## config.mk

```make
export PLATFORM = sky130hd
export DESIGN_NAME = sens_hispi12l4_tx_flat
export DESIGN_NICKNAME = d
export VERILOG_FILES = /design/src/rtl/sens_hispi12l4_tx_if.sv /design/src/rtl/sens_hispi12l4_tx.sv /design/src/flat_wrapper.sv
export SDC_FILE = /design/constraint.sdc
export NUM_CORES = 1
export LEC_CHECK = 0
export ABC_AREA = 1
export CELL_PAD_IN_SITES_DETAIL_PLACEMENT = 1
export CELL_PAD_IN_SITES_GLOBAL_PLACEMENT = 1
export CORE_MARGIN = 4
export CORE_UTILIZATION = 38
export DETAILED_ROUTE_END_ITERATION = 10
export PLACE_DENSITY = 0.88
export SETUP_SLACK_MARGIN = 0.1
export SLEW_MARGIN = 20
export SYNTH_ARGS = -nofsm -noshare
export SYNTH_HDL_FRONTEND = slang
export SYNTH_SLANG_ARGS = --single-unit
```

## constraint.sdc

```tcl
create_clock -name pclk -period 2.6 [get_ports pclk]
set_clock_uncertainty 0.05 [all_clocks]
set_input_delay 0.52 -clock pclk [delete_from_list [all_inputs] [get_ports pclk]]
set_output_delay 0.52 -clock pclk [all_outputs]
set_load 0.005 [all_outputs]
```

## src/rtl/sens_hispi12l4_tx_if.sv

```systemverilog
// Frame-control and lane-word bundle for the 4-lane 12-bit packetized-SP HiSPi transmitter.
// The master modport is the frame source; the slave modport is the transmitter.
interface sens_hispi12l4_tx_if;
    logic        frame_start;
    logic [13:0] line_quads;
    logic [15:0] frame_lines;
    logic [7:0]  hblank;
    logic [47:0] din;
    logic        din_valid;
    logic        din_ready;
    logic [47:0] lane_d;
    logic        busy;
    logic        frame_done;
    logic        underrun;

    modport master (
        output frame_start, line_quads, frame_lines, hblank, din, din_valid,
        input  din_ready, lane_d, busy, frame_done, underrun
    );

    modport slave (
        input  frame_start, line_quads, frame_lines, hblank, din, din_valid,
        output din_ready, lane_d, busy, frame_done, underrun
    );
endinterface

```

## src/rtl/sens_hispi12l4_tx.sv

```systemverilog
// Packetized-SP HiSPi transmitter, 4 lanes x 12 bits, with SOF/SOL/EOL/EOF sync and blanking filler.
// Optional HISPI_TX_CLIP_EN: data words equal to 12'hFFF are sent as 12'hFFE so pixels never mimic a sync header.
module sens_hispi12l4_tx #(
    parameter int          HISPI_NUMLANES = 4,
    parameter logic [11:0] HISPI_IDLE     = 12'h001
) (
    input logic                 pclk,
    input logic                 prst_n,
    sens_hispi12l4_tx_if.slave  bus
);

    typedef enum logic [2:0] {IDLE, SYNC_S, DATA, SYNC_E, HBL} state_t;

    state_t      r_state, w_stateNext;
    logic [1:0]  r_phase;
    logic [13:0] r_quad, r_quadLast;
    logic [15:0] r_line, r_lineLast;
    logic [7:0]  r_hbl, r_hblLen;
    logic [47:0] r_laneD, w_laneNext, w_dinClip;
    logic        r_busy, r_done, r_underrun;
    logic        w_busyNext, w_doneNext, w_lastLine, w_accept;

    function automatic logic [11:0] fnClip(input logic [11:0] w);
`ifdef HISPI_TX_CLIP_EN
        return (w == 12'hFFF) ? 12'hFFE : w;
`else
        return w;
`endif
    endfunction

    function automatic logic [11:0] fnSync(input logic [1:0] ph, input logic [11:0] code);
        case (ph)
            2'd0:    return 12'hFFF;
            2'd3:    return code;
            default: return 12'h000;
        endcase
    endfunction

    always_comb begin
        w_dinClip = bus.din;
        for (int i = 0; i < HISPI_NUMLANES; i++) begin
            w_dinClip[12*i +: 12] = fnClip(bus.din[12*i +: 12]);
        end
    end

    assign w_lastLine = (r_line == r_lineLast);
    assign w_accept   = (r_state == IDLE) && bus.frame_start;

    // Next state and the lane word to register this cycle; lane_d lags the state by one edge.
    always_comb begin
        w_stateNext = r_state;
        w_laneNext  = {HISPI_NUMLANES{HISPI_IDLE}};
        case (r_state)
            IDLE: begin
                if (bus.frame_start) w_stateNext = SYNC_S;
            end
            SYNC_S: begin
                w_laneNext = {HISPI_NUMLANES{fnSync(r_phase, (r_line == 16'd0) ? 12'h003 : 12'h001)}};
                if (r_phase == 2'd3) w_stateNext = DATA;
            end
            DATA: begin
                w_laneNext = bus.din_valid ? w_dinClip : r_laneD;
                if (r_quad == r_quadLast) w_stateNext = SYNC_E;
            end
            SYNC_E: begin
                w_laneNext = {HISPI_NUMLANES{fnSync(r_phase, w_lastLine ? 12'h007 : 12'h005)}};
                if (r_phase == 2'd3) begin
                    if (w_lastLine)              w_stateNext = IDLE;
                    else if (r_hblLen == 8'd0)   w_stateNext = SYNC_S;
                    else                         w_stateNext = HBL;
                end
            end
            HBL: begin
                if (r_hbl == r_hblLen - 8'd1) w_stateNext = SYNC_S;
            end
            default: w_stateNext = IDLE;
        endcase
        w_busyNext = (r_state != IDLE) && (w_stateNext != IDLE);
        w_doneNext = (r_state == SYNC_E) && (r_phase == 2'd3) && w_lastLine;
    end

    always_ff @(posedge pclk or negedge prst_n) begin
        if (!prst_n) begin
            r_state <= IDLE;
        end else begin
            r_state <= w_stateNext;
        end
    end

    // Counters, latched frame geometry and registered outputs.
    always_ff @(posedge pclk or negedge prst_n) begin
        if (!prst_n) begin
            r_phase    <= 2'd0;
            r_quad     <= 14'd0;
            r_quadLast <= 14'd0;
            r_line     <= 16'd0;
            r_lineLast <= 16'd0;
            r_hbl      <= 8'd0;
            r_hblLen   <= 8'd0;
            r_laneD    <= {HISPI_NUMLANES{HISPI_IDLE}};
            r_busy     <= 1'b0;
            r_done     <= 1'b0;
            r_underrun <= 1'b0;
        end else begin
            r_laneD <= w_laneNext;
            r_busy  <= w_busyNext;
            r_done  <= w_doneNext;
            r_phase <= (r_state == SYNC_S || r_state == SYNC_E) ? r_phase + 2'd1 : 2'd0;
            r_quad  <= (r_state == DATA && w_stateNext == DATA) ? r_quad + 14'd1 : 14'd0;
            r_hbl   <= (r_state == HBL && w_stateNext == HBL) ? r_hbl + 8'd1 : 8'd0;
            if (w_accept) begin
                r_quadLast <= (bus.line_quads == 14'd0) ? 14'd0 : bus.line_quads - 14'd1;
                r_lineLast <= (bus.frame_lines == 16'd0) ? 16'd0 : bus.frame_lines - 16'd1;
                r_hblLen   <= bus.hblank;
                r_line     <= 16'd0;
                r_underrun <= 1'b0;
            end else begin
                if (r_state == SYNC_E && r_phase == 2'd3) r_line <= r_line + 16'd1;
                if (r_state == DATA && !bus.din_valid)   r_underrun <= 1'b1;
            end
        end
    end

    assign bus.din_ready  = (r_state == DATA);
    assign bus.lane_d     = r_laneD;
    assign bus.busy       = r_busy;
    assign bus.frame_done = r_done;
    assign bus.underrun   = r_underrun;

endmodule
```

## src/flat_wrapper.sv

```systemverilog
// flat-port wrapper written by rule: the top's interface ports become plain ports
module sens_hispi12l4_tx_flat 
#(
    parameter int          HISPI_NUMLANES = 4,
    parameter logic [11:0] HISPI_IDLE     = 12'h001
)
  (pclk, prst_n, bus_frame_start, bus_line_quads, bus_frame_lines, bus_hblank, bus_din, bus_din_valid, bus_din_ready, bus_lane_d, bus_busy, bus_frame_done, bus_underrun);
  sens_hispi12l4_tx_if bus_i ();
  input logic pclk;
  input logic prst_n;
  input wire logic [$bits(bus_i.frame_start)-1:0] bus_frame_start;
  input wire logic [$bits(bus_i.line_quads)-1:0] bus_line_quads;
  input wire logic [$bits(bus_i.frame_lines)-1:0] bus_frame_lines;
  input wire logic [$bits(bus_i.hblank)-1:0] bus_hblank;
  input wire logic [$bits(bus_i.din)-1:0] bus_din;
  input wire logic [$bits(bus_i.din_valid)-1:0] bus_din_valid;
  output wire logic [$bits(bus_i.din_ready)-1:0] bus_din_ready;
  output wire logic [$bits(bus_i.lane_d)-1:0] bus_lane_d;
  output wire logic [$bits(bus_i.busy)-1:0] bus_busy;
  output wire logic [$bits(bus_i.frame_done)-1:0] bus_frame_done;
  output wire logic [$bits(bus_i.underrun)-1:0] bus_underrun;
  assign bus_i.frame_start = bus_frame_start;
  assign bus_i.line_quads = bus_line_quads;
  assign bus_i.frame_lines = bus_frame_lines;
  assign bus_i.hblank = bus_hblank;
  assign bus_i.din = bus_din;
  assign bus_i.din_valid = bus_din_valid;
  assign bus_din_ready = bus_i.din_ready;
  assign bus_lane_d = bus_i.lane_d;
  assign bus_busy = bus_i.busy;
  assign bus_frame_done = bus_i.frame_done;
  assign bus_underrun = bus_i.underrun;
  sens_hispi12l4_tx #(.HISPI_NUMLANES(HISPI_NUMLANES), .HISPI_IDLE(HISPI_IDLE)) u_core (.pclk(pclk), .prst_n(prst_n), .bus(bus_i));
endmodule
```

# ---- After elaboration in Yosys (flattened, before gate mapping)
# Cells that the tools add are included.
dict set report totals {
  ff_bits 132
  out_inout_bits 52
  word_cells 72
}
dict set report op_classes {
  addsub 7
  eq_ne 11
  muxes 23
  reduce_logical 19
}
# op n
set ops {}
lappend ops {{case mux 48 bit (3 select lines)} 1}
lappend ops {{two-way mux 16 bit} 3}
lappend ops {{two-way mux 48 bit} 1}
lappend ops {{case mux 12 bit (2 select lines)} 2}
lappend ops {{logical NOT 16 bit} 2}
lappend ops {{two-way mux 14 bit} 2}
lappend ops {{two-way mux 3 bit} 7}
lappend ops {{adder 16 x 1 -> 16 bit (second input constant)} 1}
lappend ops {{== test 16 bit} 1}
lappend ops {{subtractor 16 x 1 -> 16 bit (second input constant)} 1}
lappend ops {{case mux 3 bit (5 select lines)} 1}
lappend ops {{adder 14 x 1 -> 14 bit (second input constant)} 1}
lappend ops {{== test 14 bit} 1}
lappend ops {{logical NOT 14 bit} 1}
lappend ops {{subtractor 14 x 1 -> 14 bit (second input constant)} 1}
lappend ops {{== test 3 x 2 -> 1 bit (second input constant)} 3}
lappend ops {{adder 8 x 1 -> 8 bit (second input constant)} 1}
lappend ops {{== test 8 bit} 1}
lappend ops {{logical NOT 8 bit} 1}
lappend ops {{two-way mux 8 bit} 1}
lappend ops {{subtractor 8 x 1 -> 8 bit (second input constant)} 1}
lappend ops {{logical AND 1 bit} 7}
lappend ops {{== test 3 bit (second input constant)} 2}
lappend ops {{two-way mux 2 bit} 3}
lappend ops {{other kinds (11)} 14}

# ---- Depth between registers and ports, before layout
dict set report logic_depth {
  word_depth 8
  ltp_mapped 15
  ltp_nobuf 15
}

# ---- Worst setup path before layout
# OpenSTA, ideal clock, no wires.
dict set report synth_timing {
  kind {input-to-reg}
  startpoint {input bus_line_quads[0]}
  endpoint {register u_core.r_quadLast[2]}
  t_arrival_ps 1803
  t_required_ps 2423
  setup_slack_ps 620
  path_stages 10
  path_cell_list {inv_1 -> ha_1 -> nand2_1 -> nor3_2 -> nand2_1 -> nor2_1 -> nand3_1 -> o21ai_2 -> buf_2 -> o21ai_0}
}
dict set report synth_via {
  elab_chain_len 2
}
# element line
set synth_rtl {}
lappend synth_rtl {{start: declaration} flat_wrapper.sv:12} ;# input wire logic [$bits(bus_i.line_quads)-1:0] bus_line_quads;
lappend synth_rtl {{subtractor 14 x 1 -> 14 bit / logical NOT 14 bit (equally long branches)} sens_hispi12l4_tx.sv:112} ;# r_quadLast <= (bus.line_quads == 14'd0) ? 14'd0 : bus.line_quads - 14'd1;
lappend synth_rtl {{two-way mux 14 bit *} sens_hispi12l4_tx.sv:112}
lappend synth_rtl {{end signal: assignment} sens_hispi12l4_tx.sv:112}
lappend synth_rtl {{end: declaration} sens_hispi12l4_tx.sv:16} ;# logic [13:0] r_quad, r_quadLast;
# Every way passes the cells marked *; elsewhere a longest branch is shown, timed or not.
# A chain may end at the register's enable or synchronous reset.

# ---- Worst setup path after layout
dict set report layout_timing {
  startpoint {register u_core.r_state[1]}
  endpoint {output bus_din_ready}
}
dict set report layout_via {
  elab_chain_len 1
}
# element line
set layout_rtl {}
lappend layout_rtl {{start: declaration} sens_hispi12l4_tx.sv:14} ;# state_t r_state, w_stateNext;
lappend layout_rtl {{start signal: assignment} sens_hispi12l4_tx.sv:86} ;# r_state <= w_stateNext;
lappend layout_rtl {{== test 3 x 2 -> 1 bit} sens_hispi12l4_tx.sv:124} ;# assign bus.din_ready = (r_state == DATA);
lappend layout_rtl {{end: declaration} flat_wrapper.sv:17} ;# output wire logic [$bits(bus_i.din_ready)-1:0] bus_din_ready;
# No other way between the ends.

==> results.md <==
Critical path:
- The setup path with the least slack is of type register to primary output.
- The critical path ends at bus_din_ready.
- STA puts the critical path data required time at ~2 ns.
- The start of the worst register-to-register path is u_core.r_hblLen[0].
- STA classifies the critical path startpoint as a register.
- The endpoint identified for the worst register-to-register timing path is u_core.r_quad[2].
- The worst register-to-register path has a setup slack of between 0.3 and 0.4 ns.
- The worst setup path is captured at a primary output.
- For the worst flop-to-flop path, the logic depth is 10.
- At the worst endpoint, the arrival time is approximately 1.7 ns.
- The maximum fanout along the worst path is 4.
- In this run the worst setup path begins at u_core.r_state[1].

STA:
- The worst-case hold slack is about 0.05 ns.
- The number of max-slew violations in the final report is 0.
- The final sum of negative setup slack is 0 ns.
- Dividing the final minimum period by the clock period gives 0.8856.
- The number of setup violations in the final report is 0.
- The post-layout minimum cycle time is between 2 and 2.5 ns.
- The transition time of the tightest slew-check pin is around 0.61 ns.
- The maximum clock frequency is between 400 and 500 MHz.
- The headroom to the max-slew limit is 0.5939.
- The number of hold violations in the final report came to 0.
- Setup repair after global routing could not meet its margin everywhere.

Logic synthesis:
- The share of the Yosys chip area taken by registers is 0.4652.
- The number of warnings reported in the yosys synthesis log is 0.
- In the synthesized netlist, the number of instances is between 900 and 1k.
- Synthesis produced a netlist with a net count of 1043.
- The number of register bits inferred by synthesis is between 100 and 150.
- The netlist uses 39 different library cells.
- The summed instance area of the synthesized netlist is ~7100 sq um.
- The post-synthesis average cell area is 7.548 sq um.

Floorplan:
- In this run the horizontal extent of the chip is between 100 and 150 um.
- The overall die area is roughly 21000 sq um.
- After floorplanning, the core was divided into 49 placement rows.
- The initial core utilization is 0.3905.
- The height of the die is ~140 um.
- The I/O pin count is between 100 and 150.
- The floorplan step defined a core boundary enclosing ~18000 sq um.

Place:
- The instance area at placement is 8840 sq um.
- Detailed placement ended at an HPWL of about 15 mm.
- In this run the tool buffered the top-level ports with 141 buffer cells.
- The final weighted congestion of routability-driven global placement is 0.8400.

Power:
- Across the VDD grid, the largest voltage drop is 449.2 uV.
- For this design the static power due to leakage is ~4.7 nW.
- For this design the ratio of total power to cell area is roughly 520 nW/um^2.

Routing:
- The first-pass iteration count of the detailed router is 4.
- In the routed design, unresolved DRC markers number 0.
- The detail route stage leaves a number of antenna-violating nets equal to 0.
- The total wire length after detailed routing is 20.97 mm.
- After detailed routing, the number of vias per cell comes to between 4 and 5.
- The routed length per placed instance is ~16 um.
- Summing over every cut layer, the via total after detailed routing is 6654.
- The number of violations reported at the end of detailed-routing iteration 0 is 263.

Global route:
- The total routing resource utilization after global routing is 0.2068.
- The number of global-route vias before repair is 7011.
- The global route total overflow is 0.
- The pin count of the biggest net entering global routing is roughly 50.
- The first global-routing pass estimated 34.41 mm of wire.
- The number of antenna violations at the first check in global routing came to 0.

Clocking:
- The TritonCTS sink count is 132.
- The maximum level of the CTS H-tree is 4.
- The tree is rooted in a sky130_fd_sc_hd__clkbuf_16.
- The number of clock buffers added by TritonCTS is 17.
- At the later pin of the worst-skew pair, clock insertion delay measures 0.43 ns.
- The maximum clock path buffer count is 2.
- The clock slew at the register clock pins of the worst setup and hold paths is around 0.06 ns.
- TritonCTS built the clock tree.

Job:
- Max-cap violations in this run came to 0.

Run status:
- The flow ran to the end, and the final reports show no timing, DRC or antenna violations.

Cells and area:
- The post-route standard cell area excluding fillers is about 9500 sq um.
- The layout overhead on the synthesized area is 33.56%.
- 0 antenna diodes ended up in the layout.
- Of the cells placed in the final design, the portion with a size suffix greater than 1 is 0.07776.
- The number of nets in the layout is around 1.2k.

Min path:
- The class of the tightest hold or removal check is primary input to asynchronous set/reset pin.
==> cells by family after synthesis <==
family	share of synthesized area
AO/OA/AOI/OAI	0.06704
flip-flops	0.4652
XOR/XNOR	0.07021
AND/OR/NAND/NOR	0.3129
buffers and inverters	0.06528
adder cells (fa/ha/maj)	0.01936
==> power breakdown <==
group / leakage, nW / total [mW] / internal [mW] / switching [mW]
clock: 0.314 / 2.65 / 1.74 / 0.905
sequential: 1.67 / 2.06 / 2.06 / 0.000447
combinational: 2.69 / 0.246 / 0.144 / 0.102
total: 4.68 / 4.95 / 3.95 / 1.01
==> synth_stat cells, drive strengths merged <==
cell type	number	area share
nor4	4	0.0035
o221a	1	0.0016
nand3	32	0.025
nor2	98	0.057
a221oi	1	0.0012
xnor2	19	0.023
o21ai	42	0.031
and2	1	0.0012
clkinv	1	0.00053
nor3	17	0.014
xor2	38	0.047
buf	11	0.0088
a21o	1	0.0011
nand2	368	0.19
a21oi	23	0.016
a31o	1	0.0012
clkbuf	17	0.0090
ha	11	0.019
dfstp	4	0.015
a211oi	1	0.0011
inv	89	0.047
dfrtp	128	0.45
a31oi	2	0.0018
nand4	15	0.014
o22ai	14	0.012
nor3b	3	0.0032
==> what timing repair did <==
item / CTS / global route
pin swaps: 1 / 1
setup endpoints to repair: 1 / 5
hold buffers: 0 / 0
buffers inserted: 1 / 0
gates resized for setup: 0 / 1
endpoints found under the hold margin: 0 / 0
==> through the flow <==
| stage | util | instances | power [mW] | setup WS, ns |
|---|---|---|---|---|
| after global routing | 0.5215 | 1335 | 5.129 | 0.08337 |
| after global placement | 0.4855 | 1302 | 2.340 | 0.1181 |
| after detailed placement | 0.4855 | 1302 | 2.343 | 0.03116 |
| after floorplan | - | 942 | 2.132 | 0.6197 |
| after CTS | 0.5211 | 1335 | 5.001 | 0.2699 |
| final | 0.5215 | 1335 | 4.953 | 0.2976 |
==> sequential cells by signal (all words and copies together), names as in the netlist, 3 cells and up <==
| name | flops |
|---|---|
| u_core.r_hbl | 8 |
| u_core.r_lineLast | 16 |
| u_core.r_quad | 14 |
| u_core.r_quadLast | 14 |
| u_core.r_hblLen | 8 |
| u_core.r_line | 16 |
| u_core.r_state | 3 |
| u_core.bus.lane_d | 48 |
==> routing by layer <==
| metal | part of all wire | GRT usage | routed length, um | vias to the layer above |
|---|---|---|---|---|
| li1 | - | - | - | 3262 |
| met1 | 0.44 | 0.2570 | 9317 | 3208 |
| met2 | 0.49 | 0.3609 | 10270 | 157 |
| met3 | 0.048 | 0.03845 | 1005 | 27 |
| met4 | 0.018 | 0.07118 | 377 | 0 |
| met5 | 0 | 0 | 0 | - |
==> critical path: stages, from the launching register on <==
cell and delay, ns:
sky130_fd_sc_hd__dfrtp_1 0.38, sky130_fd_sc_hd__inv_1 0.11, sky130_fd_sc_hd__nor3_4 0.26, sky130_fd_sc_hd__clkdlybuf4s50_1 0.55
==> cells in the final DEF (no fill, tap or decap), types with 12 or more instances in the layout <==
master                            count
sky130_fd_sc_hd__a21oi_1             23
sky130_fd_sc_hd__buf_4               18
sky130_fd_sc_hd__clkbuf_16           17
sky130_fd_sc_hd__clkdlybuf4s50_1    140
sky130_fd_sc_hd__dfrtp_1            128
sky130_fd_sc_hd__inv_1               80
sky130_fd_sc_hd__nand2_1            367
sky130_fd_sc_hd__nand3_1             30
sky130_fd_sc_hd__nand4_1             14
sky130_fd_sc_hd__nor2_1              85
sky130_fd_sc_hd__nor2_2              12
sky130_fd_sc_hd__nor3_1              15
sky130_fd_sc_hd__o21ai_0             40
sky130_fd_sc_hd__o22ai_1             14
sky130_fd_sc_hd__xnor2_1             19
sky130_fd_sc_hd__xor2_1              38
==> how the worst min path moves through the flow <==
stage                                 start               endpoint  slack (ns)  cells past startpoint
final                                prst_n  u_core.bus.lane_d[11]        0.05                      1
after global routing                 prst_n  u_core.bus.lane_d[11]        0.09                      1
after CTS                            prst_n  u_core.bus.lane_d[11]        0.06                      1
after detailed placement  u_core.r_phase[0]      u_core.r_phase[0]        0.41                      1
after global placement    u_core.r_phase[0]      u_core.r_phase[0]        0.40                      1
after floorplan                      prst_n        u_core.bus.busy        0.17                      0
==> cell type report <==
| type | instances | area, sq um |
|---|---|---|
| fill | 2271 | 8712 |
| multi-input combinational | 692 | 3346 |
| sequential | 132 | 3308 |
| timing repair buffer | 160 | 1577 |
| clock buffer | 22 | 464.2 |
| inverter | 90 | 337.8 |
| tap | 229 | 286.5 |
| clock inverter | 10 | 177.7 |
(Power assumes the default switching activity.)
